`src/rtl/spi_reg_pkg.sv`:
```
// rtl/spi_reg_pkg.sv - shared types and frame-layout constants for spi_reg_bank
package spi_reg_pkg;

  typedef enum logic [1:0] {IDLE, CMD, DATA, DONE} state_e;

  localparam int RW_BITS     = 1;
  localparam int ADDR_OFFSET = 1;  // address field follows the R/W bit
  localparam int ERR_CNT_W   = 8;

  function automatic int frame_len(input int addr_w, input int data_w);
    return RW_BITS + addr_w + data_w;
  endfunction

endpackage

```
`src/rtl/spi_sync_edge.sv`:
```
// rtl/spi_sync_edge.sv - multi-flop pin synchroniser with rise/fall pulses
module spi_sync_edge #(
  parameter int   SYNC_STAGES = 2,
  parameter logic RESET_LEVEL = 1'b0
) (
  input  logic clk,
  input  logic rst,
  input  logic pin_i,
  output logic level_o,
  output logic rise_o,
  output logic fall_o
);

  logic [SYNC_STAGES-1:0] sync_q;
  logic                   prev_q;

  always_ff @(posedge clk or posedge rst) begin
    if (rst) begin
      sync_q <= {SYNC_STAGES{RESET_LEVEL}};
      prev_q <= RESET_LEVEL;
    end else begin
      sync_q <= {sync_q[SYNC_STAGES-2:0], pin_i};
      prev_q <= sync_q[SYNC_STAGES-1];
    end
  end

  assign level_o = sync_q[SYNC_STAGES-1];
  assign rise_o  = sync_q[SYNC_STAGES-1] & ~prev_q;
  assign fall_o  = ~sync_q[SYNC_STAGES-1] & prev_q;

endmodule

```
`src/rtl/spi_reg_bank.sv`:
```
// rtl/spi_reg_bank.sv - oversampled SPI register bank with readback and write strobes
// Optional SPI_REG_ERR_CNT_EN: saturating frame-error counter at address NUM_REGS.
module spi_reg_bank
  import spi_reg_pkg::*;
#(
  parameter int                NUM_REGS    = 5,
  parameter int                DATA_W      = 8,
  parameter int                ADDR_W      = 7,
  parameter int                CPOL        = 0,
  parameter int                CPHA        = 0,
  parameter int                SYNC_STAGES = 2,
  parameter logic [DATA_W-1:0] RESET_VAL   = '0
) (
  input  logic                         clk,
  input  logic                         rst,
  input  logic                         spi_sclk,
  input  logic                         spi_cs_n,
  input  logic                         spi_copi,
  output logic                         spi_cipo,
  output logic                         spi_cipo_oe,
  output logic [NUM_REGS*DATA_W-1:0]   regs_flat,
  output logic [NUM_REGS-1:0]          wr_strobe,
  output logic                         frame_err
);

  localparam int                FRAME_LEN  = frame_len(ADDR_W, DATA_W);
  localparam int                CNT_W      = $clog2(FRAME_LEN + 1);
  localparam logic [CNT_W-1:0]  CMD_LAST   = CNT_W'(ADDR_OFFSET + ADDR_W - 1);
  localparam logic [CNT_W-1:0]  FRAME_LAST = CNT_W'(FRAME_LEN - 1);
  localparam logic [ADDR_W-1:0] NUM_REGS_A = ADDR_W'(NUM_REGS);

  logic unused_sclk_lvl, sclk_rise, sclk_fall;
  logic unused_cs_lvl, cs_rise, cs_fall;
  logic copi_lvl, unused_copi_rise, unused_copi_fall;

  spi_sync_edge #(.SYNC_STAGES(SYNC_STAGES), .RESET_LEVEL(CPOL != 0)) u_sync_sclk (
    .clk(clk), .rst(rst), .pin_i(spi_sclk),
    .level_o(unused_sclk_lvl), .rise_o(sclk_rise), .fall_o(sclk_fall));
  spi_sync_edge #(.SYNC_STAGES(SYNC_STAGES), .RESET_LEVEL(1'b1)) u_sync_cs (
    .clk(clk), .rst(rst), .pin_i(spi_cs_n),
    .level_o(unused_cs_lvl), .rise_o(cs_rise), .fall_o(cs_fall));
  spi_sync_edge #(.SYNC_STAGES(SYNC_STAGES), .RESET_LEVEL(1'b0)) u_sync_copi (
    .clk(clk), .rst(rst), .pin_i(spi_copi),
    .level_o(copi_lvl), .rise_o(unused_copi_rise), .fall_o(unused_copi_fall));

  logic lead_edge, trail_edge, sample_edge, shift_edge;
  assign lead_edge   = (CPOL == 0) ? sclk_rise : sclk_fall;
  assign trail_edge  = (CPOL == 0) ? sclk_fall : sclk_rise;
  assign sample_edge = (CPHA == 0) ? lead_edge : trail_edge;
  assign shift_edge  = (CPHA == 0) ? trail_edge : lead_edge;

  state_e              state_q, state_d;
  logic [CNT_W-1:0]    bit_cnt_q;
  logic [ADDR_W-1:0]   addr_q;
  logic                rw_q;
  logic [DATA_W-1:0]   data_q, tx_q;
  logic                tx_on_q, entry_q;
  logic [DATA_W-1:0]   regs_q [NUM_REGS];
  logic [NUM_REGS-1:0] wr_strobe_q;
  logic                frame_err_q;

  logic [ADDR_W:0]     cmd_shift;
  logic [ADDR_W-1:0]   rd_addr;
  logic [DATA_W-1:0]   rd_val;
  logic                cnt_addr;

  assign cmd_shift = {addr_q, copi_lvl};
  assign rd_addr   = cmd_shift[ADDR_W-1:0];

  always_ff @(posedge clk or posedge rst) begin
    if (rst) state_q <= IDLE;
    else     state_q <= state_d;
  end

  always_comb begin
    state_d = state_q;
    if (cs_rise) begin
      state_d = IDLE;
    end else begin
      case (state_q)
        IDLE:    if (cs_fall) state_d = CMD;
        CMD:     if (sample_edge && bit_cnt_q == CMD_LAST) state_d = DATA;
        DATA:    if (sample_edge && bit_cnt_q == FRAME_LAST) state_d = DONE;
        default: state_d = state_q;
      endcase
    end
  end

  always_comb begin
    spi_cipo_oe = (state_q != IDLE);
    spi_cipo    = (state_q == DATA) && !rw_q && tx_on_q && tx_q[DATA_W-1];
  end

`ifdef SPI_REG_ERR_CNT_EN
  logic [ERR_CNT_W-1:0] err_cnt_q;
  assign cnt_addr = (addr_q == NUM_REGS_A);

  always_ff @(posedge clk or posedge rst) begin
    if (rst) begin
      err_cnt_q <= '0;
    end else if (entry_q && rw_q && cnt_addr) begin
      err_cnt_q <= '0;
    end else if (frame_err_q && err_cnt_q != {ERR_CNT_W{1'b1}}) begin
      err_cnt_q <= err_cnt_q + 1'b1;
    end
  end
`else
  assign cnt_addr = 1'b0;
`endif

  // Out-of-range addresses read back as zero.
  always_comb begin
    rd_val = '0;
    for (int i = 0; i < NUM_REGS; i++) begin
      if (rd_addr == ADDR_W'(i)) rd_val = regs_q[i];
    end
`ifdef SPI_REG_ERR_CNT_EN
    if (rd_addr == NUM_REGS_A) rd_val = DATA_W'(err_cnt_q);
`endif
  end

  always_ff @(posedge clk or posedge rst) begin
    if (rst) begin
      bit_cnt_q   <= '0;
      addr_q      <= '0;
      rw_q        <= 1'b0;
      data_q      <= '0;
      tx_q        <= '0;
      tx_on_q     <= 1'b0;
      entry_q     <= 1'b0;
      wr_strobe_q <= '0;
      frame_err_q <= 1'b0;
      for (int i = 0; i < NUM_REGS; i++) regs_q[i] <= RESET_VAL;
    end else begin
      wr_strobe_q <= '0;
      frame_err_q <= 1'b0;
      entry_q     <= (state_q == DATA) && (state_d == DONE);
      if (state_q == IDLE && cs_fall) begin
        bit_cnt_q <= '0;
        tx_on_q   <= 1'b0;
      end
      if (!cs_rise && sample_edge && (state_q == CMD || state_q == DATA))
        bit_cnt_q <= bit_cnt_q + 1'b1;
      if (!cs_rise && state_q == CMD && sample_edge) begin
        addr_q <= cmd_shift[ADDR_W-1:0];
        if (bit_cnt_q == CMD_LAST) begin
          rw_q <= cmd_shift[ADDR_W];
          tx_q <= rd_val;
        end
      end
      // First shift edge in DATA presents the MSB; later ones advance it.
      if (!cs_rise && state_q == DATA) begin
        if (sample_edge) data_q <= {data_q[DATA_W-2:0], copi_lvl};
        if (shift_edge && !rw_q) begin
          if (tx_on_q) tx_q <= tx_q << 1;
          tx_on_q <= 1'b1;
        end
      end
      if (cs_rise && (state_q == CMD || (state_q == DATA && rw_q)))
        frame_err_q <= 1'b1;
      if (entry_q && rw_q) begin
        if (addr_q < NUM_REGS_A) begin
          for (int i = 0; i < NUM_REGS; i++) begin
            if (addr_q == ADDR_W'(i)) begin
              regs_q[i]      <= data_q;
              wr_strobe_q[i] <= 1'b1;
            end
          end
        end else if (!cnt_addr) begin
          frame_err_q <= 1'b1;
        end
      end
    end
  end

  for (genvar g = 0; g < NUM_REGS; g++) begin : g_flat
    assign regs_flat[g*DATA_W +: DATA_W] = regs_q[g];
  end

  assign wr_strobe = wr_strobe_q;
  assign frame_err = frame_err_q;

endmodule

```
`config.mk`:
```
export PLATFORM = sky130hd
export DESIGN_NAME = spi_reg_bank
export DESIGN_NICKNAME = d
export VERILOG_FILES = /design/src/rtl/spi_reg_pkg.sv /design/src/rtl/spi_sync_edge.sv /design/src/rtl/spi_reg_bank.sv
export SDC_FILE = /design/constraint.sdc
export NUM_CORES = 1
export LEC_CHECK = 0
export ABC_CLOCK_PERIOD_IN_PS = 2900
export BUFFER_PORTS_ARGS = -buffer_cell sky130_fd_sc_hd__buf_4
export CAP_MARGIN = 20
export CELL_PAD_IN_SITES_DETAIL_PLACEMENT = 1
export CELL_PAD_IN_SITES_GLOBAL_PLACEMENT = 1
export CORE_MARGIN = 2
export CORE_UTILIZATION = 39
export CTS_CLUSTER_DIAMETER = 120
export DETAILED_ROUTE_END_ITERATION = 7
export GPL_TIMING_DRIVEN = 0
export PLACE_DENSITY = 0.79
export SYNTH_ARGS = -nofsm -noshare
export SYNTH_HDL_FRONTEND = slang
export SYNTH_SLANG_ARGS = --single-unit
```
`constraint.sdc`:
```
create_clock -name clk -period 2.9 [get_ports clk]
set_input_delay 0 -clock clk [delete_from_list [all_inputs] [get_ports clk]]
set_output_delay 0 -clock clk [all_outputs]
set_load 0.05 [all_outputs]
```
==> impl_metrics.prom <==
# TYPE chip_impl_metric gauge
chip_impl_info{name="status",value="finished, final reports clean"} 1
chip_impl_metric{name="die_w",unit="um"} 104
chip_impl_metric{name="insertion_delay",unit="ns"} 0.37
chip_impl_metric{name="final_layout_size_suffix_gt1_share",unit="%"} 37.3
chip_impl_metric{name="maximum_fanout_along_the_worst_path",unit=""} 9
chip_impl_info{name="globalRoute.busiestLayer",value="met2"} 1
chip_impl_metric{name="number_of_buffers_inserted_during_clock_tree_synthesis",unit=""} 9
chip_impl_metric{name="grt.total_usage",unit="%"} 19.1
chip_impl_metric{name="area_growth",unit="%"} 21.7
chip_impl_metric{name="synth-seq-area-share",unit="%"} 55.7
chip_impl_metric{name="maxSlewViolCount",unit=""} 0
chip_impl_metric{name="postRouteAntennaNets",unit=""} 0
chip_impl_metric{name="routed_wirelength",unit="um"} 9700
chip_impl_metric{name="first_global_vias",unit=""} 2989
chip_impl_info{name="critical-path-top-delay-family",value="simple AND/OR/NAND/NOR gates"} 1
chip_impl_metric{name="maximum_number_of_pins_on_one_net_before_global_route_repair",unit=""} 48
chip_impl_metric{name="netlist_area",unit="sq um"} 3920
chip_impl_metric{name="setup_ws",unit="ns"} 0.719
chip_impl_metric{name="m3_gr_usage",unit="%"} 4.01
chip_impl_metric{name="post_cts_resized",unit=""} 0
chip_impl_metric{name="synth_nets",unit=""} 329
chip_impl_info{name="crit_type",value="reg2reg"} 1
chip_impl_info{name="end_kind",value="flop"} 1
chip_impl_info{name="synthTopCellsByCount",value="84 x sky130_fd_sc_hd__dfrtp_1, 57 x sky130_fd_sc_hd__mux2_2, 21 x sky130_fd_sc_hd__o21ai_0, 17 x sky130_fd_sc_hd__nand2_1, 13 x sky130_fd_sc_hd__nand3_1"} 1
chip_impl_metric{name="drv.max_cap_violation_count",unit=""} 0
chip_impl_metric{name="leakage",unit="nW"} 2.37
chip_impl_metric{name="number_of_antenna_violations_at_the_first_check_in_global_routing",unit=""} 0
chip_impl_info{name="yosys.cell_count.top_type",value="sky130_fd_sc_hd__dfrtp_1"} 1
chip_impl_metric{name="layout.nets",unit=""} 397
chip_impl_metric{name="clock_tree.htree_level_count",unit=""} 3
chip_impl_metric{name="pwr_density_cell",unit="nW/um^2"} 499
chip_impl_info{name="ys_dominant_reg_cell",value="sky130_fd_sc_hd__dfrtp_1"} 1
chip_impl_metric{name="drtPass1Iterations",unit=""} 4
chip_impl_metric{name="cts-root-to-sink-buffers",unit=""} 2
chip_impl_metric{name="gp_routability_congestion",unit=""} 0.791
chip_impl_metric{name="floorplan.initialDensity",unit="%"} 40.1
chip_impl_metric{name="worstPathArrival",unit="ns"} 2.42
chip_impl_metric{name="r2r.worst_path.cells",unit=""} 7
chip_impl_info{name="cts_root_buffer",value="sky130_fd_sc_hd__clkbuf_8"} 1
chip_impl_metric{name="timing.clock.skew",unit="ns"} 0.0101
chip_impl_metric{name="synth_edf_count",unit=""} 0
chip_impl_metric{name="die_area",unit="sq um"} 10900
chip_impl_metric{name="finalSetupViolCount",unit=""} 0
chip_impl_metric{name="synth_top_area_share",unit="%"} 53.7
chip_impl_metric{name="core",unit="sq um"} 9770
chip_impl_metric{name="groute.layer.met2.usage",unit="%"} 32.1
chip_impl_metric{name="numPortBuffers",unit=""} 52
chip_impl_metric{name="finalCriticalPeriod",unit="ns"} 2.18
chip_impl_info{name="setup_repair_after_global_routing_missed_its_margin",value="no"} 1
chip_impl_metric{name="grt_util_met1",unit="%"} 25.0
chip_impl_metric{name="drc",unit=""} 0
chip_impl_metric{name="vdd.ir_drop.worst",unit="uV"} 262
chip_impl_metric{name="core.rowCount",unit=""} 36
chip_impl_info{name="min_path_type",value="in2async"} 1
chip_impl_metric{name="grt_pass1_wl",unit="um"} 16200
chip_impl_metric{name="dp_hpwl",unit="um"} 6900
chip_impl_metric{name="synth_cell_types",unit=""} 45
chip_impl_metric{name="synthArstFlopShare",unit="%"} 100
chip_impl_info{name="timing.critical_path.slowest_stage_cell",value="sky130_fd_sc_hd__dfstp_2"} 1
chip_impl_metric{name="wire_length_per_cell_after_detailed_routing",unit="um"} 18.5
chip_impl_metric{name="global_route.overflow_total",unit=""} 0
chip_impl_metric{name="worstSetupPathDepth",unit=""} 7
chip_impl_metric{name="fin_total_pwr",unit="mW"} 2.38
chip_impl_metric{name="critical_path_max_stage_delay",unit="ns"} 0.58
chip_impl_info{name="crit_path_start_kind",value="flop"} 1
chip_impl_metric{name="final_design_area_no_fill",unit="sq um"} 4760
chip_impl_metric{name="cts_num_sinks",unit=""} 87
chip_impl_metric{name="floorplan.die.height",unit="um"} 104
chip_impl_metric{name="clk_pin_slew_worst_paths",unit="ns"} 0.09
chip_impl_metric{name="cp_data_required_time",unit="ns"} 3.14
chip_impl_metric{name="vias",unit=""} 2766
chip_impl_metric{name="critPathBufInv",unit=""} 2
chip_impl_metric{name="number_of_synthesized_register_bits",unit=""} 87
chip_impl_metric{name="synth_warnings",unit=""} 0
chip_impl_metric{name="final_min_period_over_clock_period",unit="%"} 75.2
chip_impl_metric{name="hold_viol",unit=""} 0
chip_impl_metric{name="design.portCount",unit=""} 53
chip_impl_info{name="timing.critical_path.cells",value="nand2b_1 > clkbuf_2 > and3_1 > buf_2 > nand2_1 > a221oi_1 > nor3_1"} 1
chip_impl_metric{name="final_util",unit="%"} 48.7
chip_impl_metric{name="placement.cell_area",unit="sq um"} 4500
chip_impl_metric{name="post_drt_via_cell_ratio",unit=""} 5.28
chip_impl_info{name="synth_largest_area_cell",value="sky130_fd_sc_hd__dfrtp_1"} 1
chip_impl_metric{name="insertedDiodeCount",unit=""} 0
chip_impl_metric{name="worst-slew-pin-transition",unit="ns"} 0.831
chip_impl_info{name="netlist_top_cells_area",value="sky130_fd_sc_hd__dfrtp_1 54%, sky130_fd_sc_hd__mux2_2 16%, sky130_fd_sc_hd__o21ai_0 2.7%"} 1
chip_impl_metric{name="post_synth_inst_count",unit=""} 318
chip_impl_metric{name="drc_violation_total_after_the_first_tritonroute_iteration",unit=""} 154
chip_impl_metric{name="timing.fmax",unit="MHz"} 459
chip_impl_info{name="cts_tree",value="yes"} 1
chip_impl_metric{name="timing.slew.headroom",unit="%"} 44.1
chip_impl_metric{name="avgSynthCellArea",unit="sq um"} 12.3
chip_impl_metric{name="pre_cts_setup_slack",unit="ns"} 0.722
==> worst reg2reg max path: stages, from the launching register on <==
cell and delay, ns:
sky130_fd_sc_hd__dfstp_2 0.58, sky130_fd_sc_hd__nand2b_1 0.12, sky130_fd_sc_hd__clkbuf_2 0.19, sky130_fd_sc_hd__and3_1 0.20
sky130_fd_sc_hd__buf_2 0.23, sky130_fd_sc_hd__nand2_1 0.25, sky130_fd_sc_hd__a221oi_1 0.39, sky130_fd_sc_hd__nor3_1 0.10
==> layout make-up <==
class,count,area (sq um)
Timing Repair Buffer,57,458
Buffer,14,66.3
Fill cell,1047,5010
Sequential cell,87,2180
Multi-Input combinational cell,208,1630
Tap cell,133,166
Clock buffer,10,128
Inverter,9,36.3
Clock inverter,6,95.1
==> cell usage in the layout (no fill, tap or decap), types with 2 or more instances in the layout <==
master	Yosys	layout
sky130_fd_sc_hd__bufinv_16	0	2
sky130_fd_sc_hd__nor2b_1	7	7
sky130_fd_sc_hd__clkinv_4	0	4
sky130_fd_sc_hd__o21ai_0	21	21
sky130_fd_sc_hd__mux2_2	57	57
sky130_fd_sc_hd__nor3b_1	3	3
sky130_fd_sc_hd__clkbuf_8	0	9
sky130_fd_sc_hd__mux2i_1	8	8
sky130_fd_sc_hd__dlygate4sd3_1	0	4
sky130_fd_sc_hd__nor3_1	4	4
sky130_fd_sc_hd__nand2_1	17	17
sky130_fd_sc_hd__dfstp_2	3	3
sky130_fd_sc_hd__buf_2	7	7
sky130_fd_sc_hd__ha_1	6	6
sky130_fd_sc_hd__a22oi_1	3	3
sky130_fd_sc_hd__and3_1	6	6
sky130_fd_sc_hd__inv_1	9	8
sky130_fd_sc_hd__a211oi_1	2	2
sky130_fd_sc_hd__nor2_1	12	12
sky130_fd_sc_hd__and4_1	2	2
sky130_fd_sc_hd__buf_4	1	53
sky130_fd_sc_hd__a21oi_1	5	5
sky130_fd_sc_hd__a221oi_1	4	4
sky130_fd_sc_hd__clkbuf_1	5	6
sky130_fd_sc_hd__dfrtp_1	84	84
sky130_fd_sc_hd__nor4_2	2	2
sky130_fd_sc_hd__a21o_1	2	2
sky130_fd_sc_hd__nand2b_1	2	2
sky130_fd_sc_hd__o22ai_1	6	6
sky130_fd_sc_hd__nand3_1	13	13
sky130_fd_sc_hd__a2bb2oi_1	4	4
sky130_fd_sc_hd__or3_1	5	5
sky130_fd_sc_hd__o2111ai_1	2	2
==> routing by layer <==
layer	vias up	wire [um]
met4	0	103
met5	-	0
li1	1286	-
met2	46	4830
met1	1425	4460
met3	9	306
==> path summary, 6_finish.rpt <==
path / endpoint / slack (ns) / start
max: tx_q[5]$_DFF_PP0_ / 0.72 / u_sync_cs.prev_q$_DFF_PP1_
min: u_sync_copi.sync_q[0]$_DFF_PP0_ / 0.23 / rst
max reg2reg: tx_q[5]$_DFF_PP0_ / 0.72 / u_sync_cs.prev_q$_DFF_PP1_
min reg2reg: u_sync_sclk.sync_q[1]$_DFF_PP0_ / 0.36 / u_sync_sclk.sync_q[0]$_DFF_PP0_
max in group asynchronous: tx_q[5]$_DFF_PP0_ / 2.06 / rst
min in group clk: u_sync_cs.sync_q[0]$_DFF_PP1_ / 0.28 / spi_cs_n
==> repair_timing <==
item | 4_1_cts | 5_1_grt
hold buffers | 4 | 0
setup buffers | 0 | 0
endpoints found under the setup margin | 0 | 0
hold endpoints to repair | 40 | 0
==> per-stage QoR <==
step	setup TNS, ns	cells	hold slack, ns
floorplan	0	318	0.00448
CTS	0	524	0.253
global route	0	524	0.278
detailed placement	0	504	0.0913
global placement	-26.66	503	0.110
finish	0	524	0.228
==> sequential cells by signal, indices dropped and copies added (netlist names) <==
| register | count |
|---|---|
| frame_err | 1 |
| state_q | 2 |
| u_sync_sclk.prev_q | 1 |
| u_sync_sclk.sync_q | 2 |
| regs_flat | 40 |
| wr_strobe | 5 |
| tx_on_q | 1 |
| tx_q | 8 |
| data_q | 8 |
| u_sync_cs.prev_q | 1 |
| rw_q | 1 |
| bit_cnt_q | 5 |
| u_sync_copi.sync_q | 2 |
| u_sync_cs.sync_q | 2 |
| entry_q | 1 |
| addr_q | 7 |
==> kinds of logic (layout without fill, tap and decap cells) <==
logic type	after synthesis	count (layout)	synth area share [%]
buffers and inverters	23	96	2.56
multiplexers	65	65	18.4
adder cells (fa/ha/maj)	6	6	1.92
AND/OR/NAND/NOR	84	84	12.8
AO/OA/AOI/OAI	53	53	8.63
flip-flops	87	87	55.7
==> power by group <==
group,switching (mW),internal (mW)
sequential,0.0130,1.23
combinational,0.122,0.0725
clock,0.454,0.491
(Power assumes the default switching activity.)
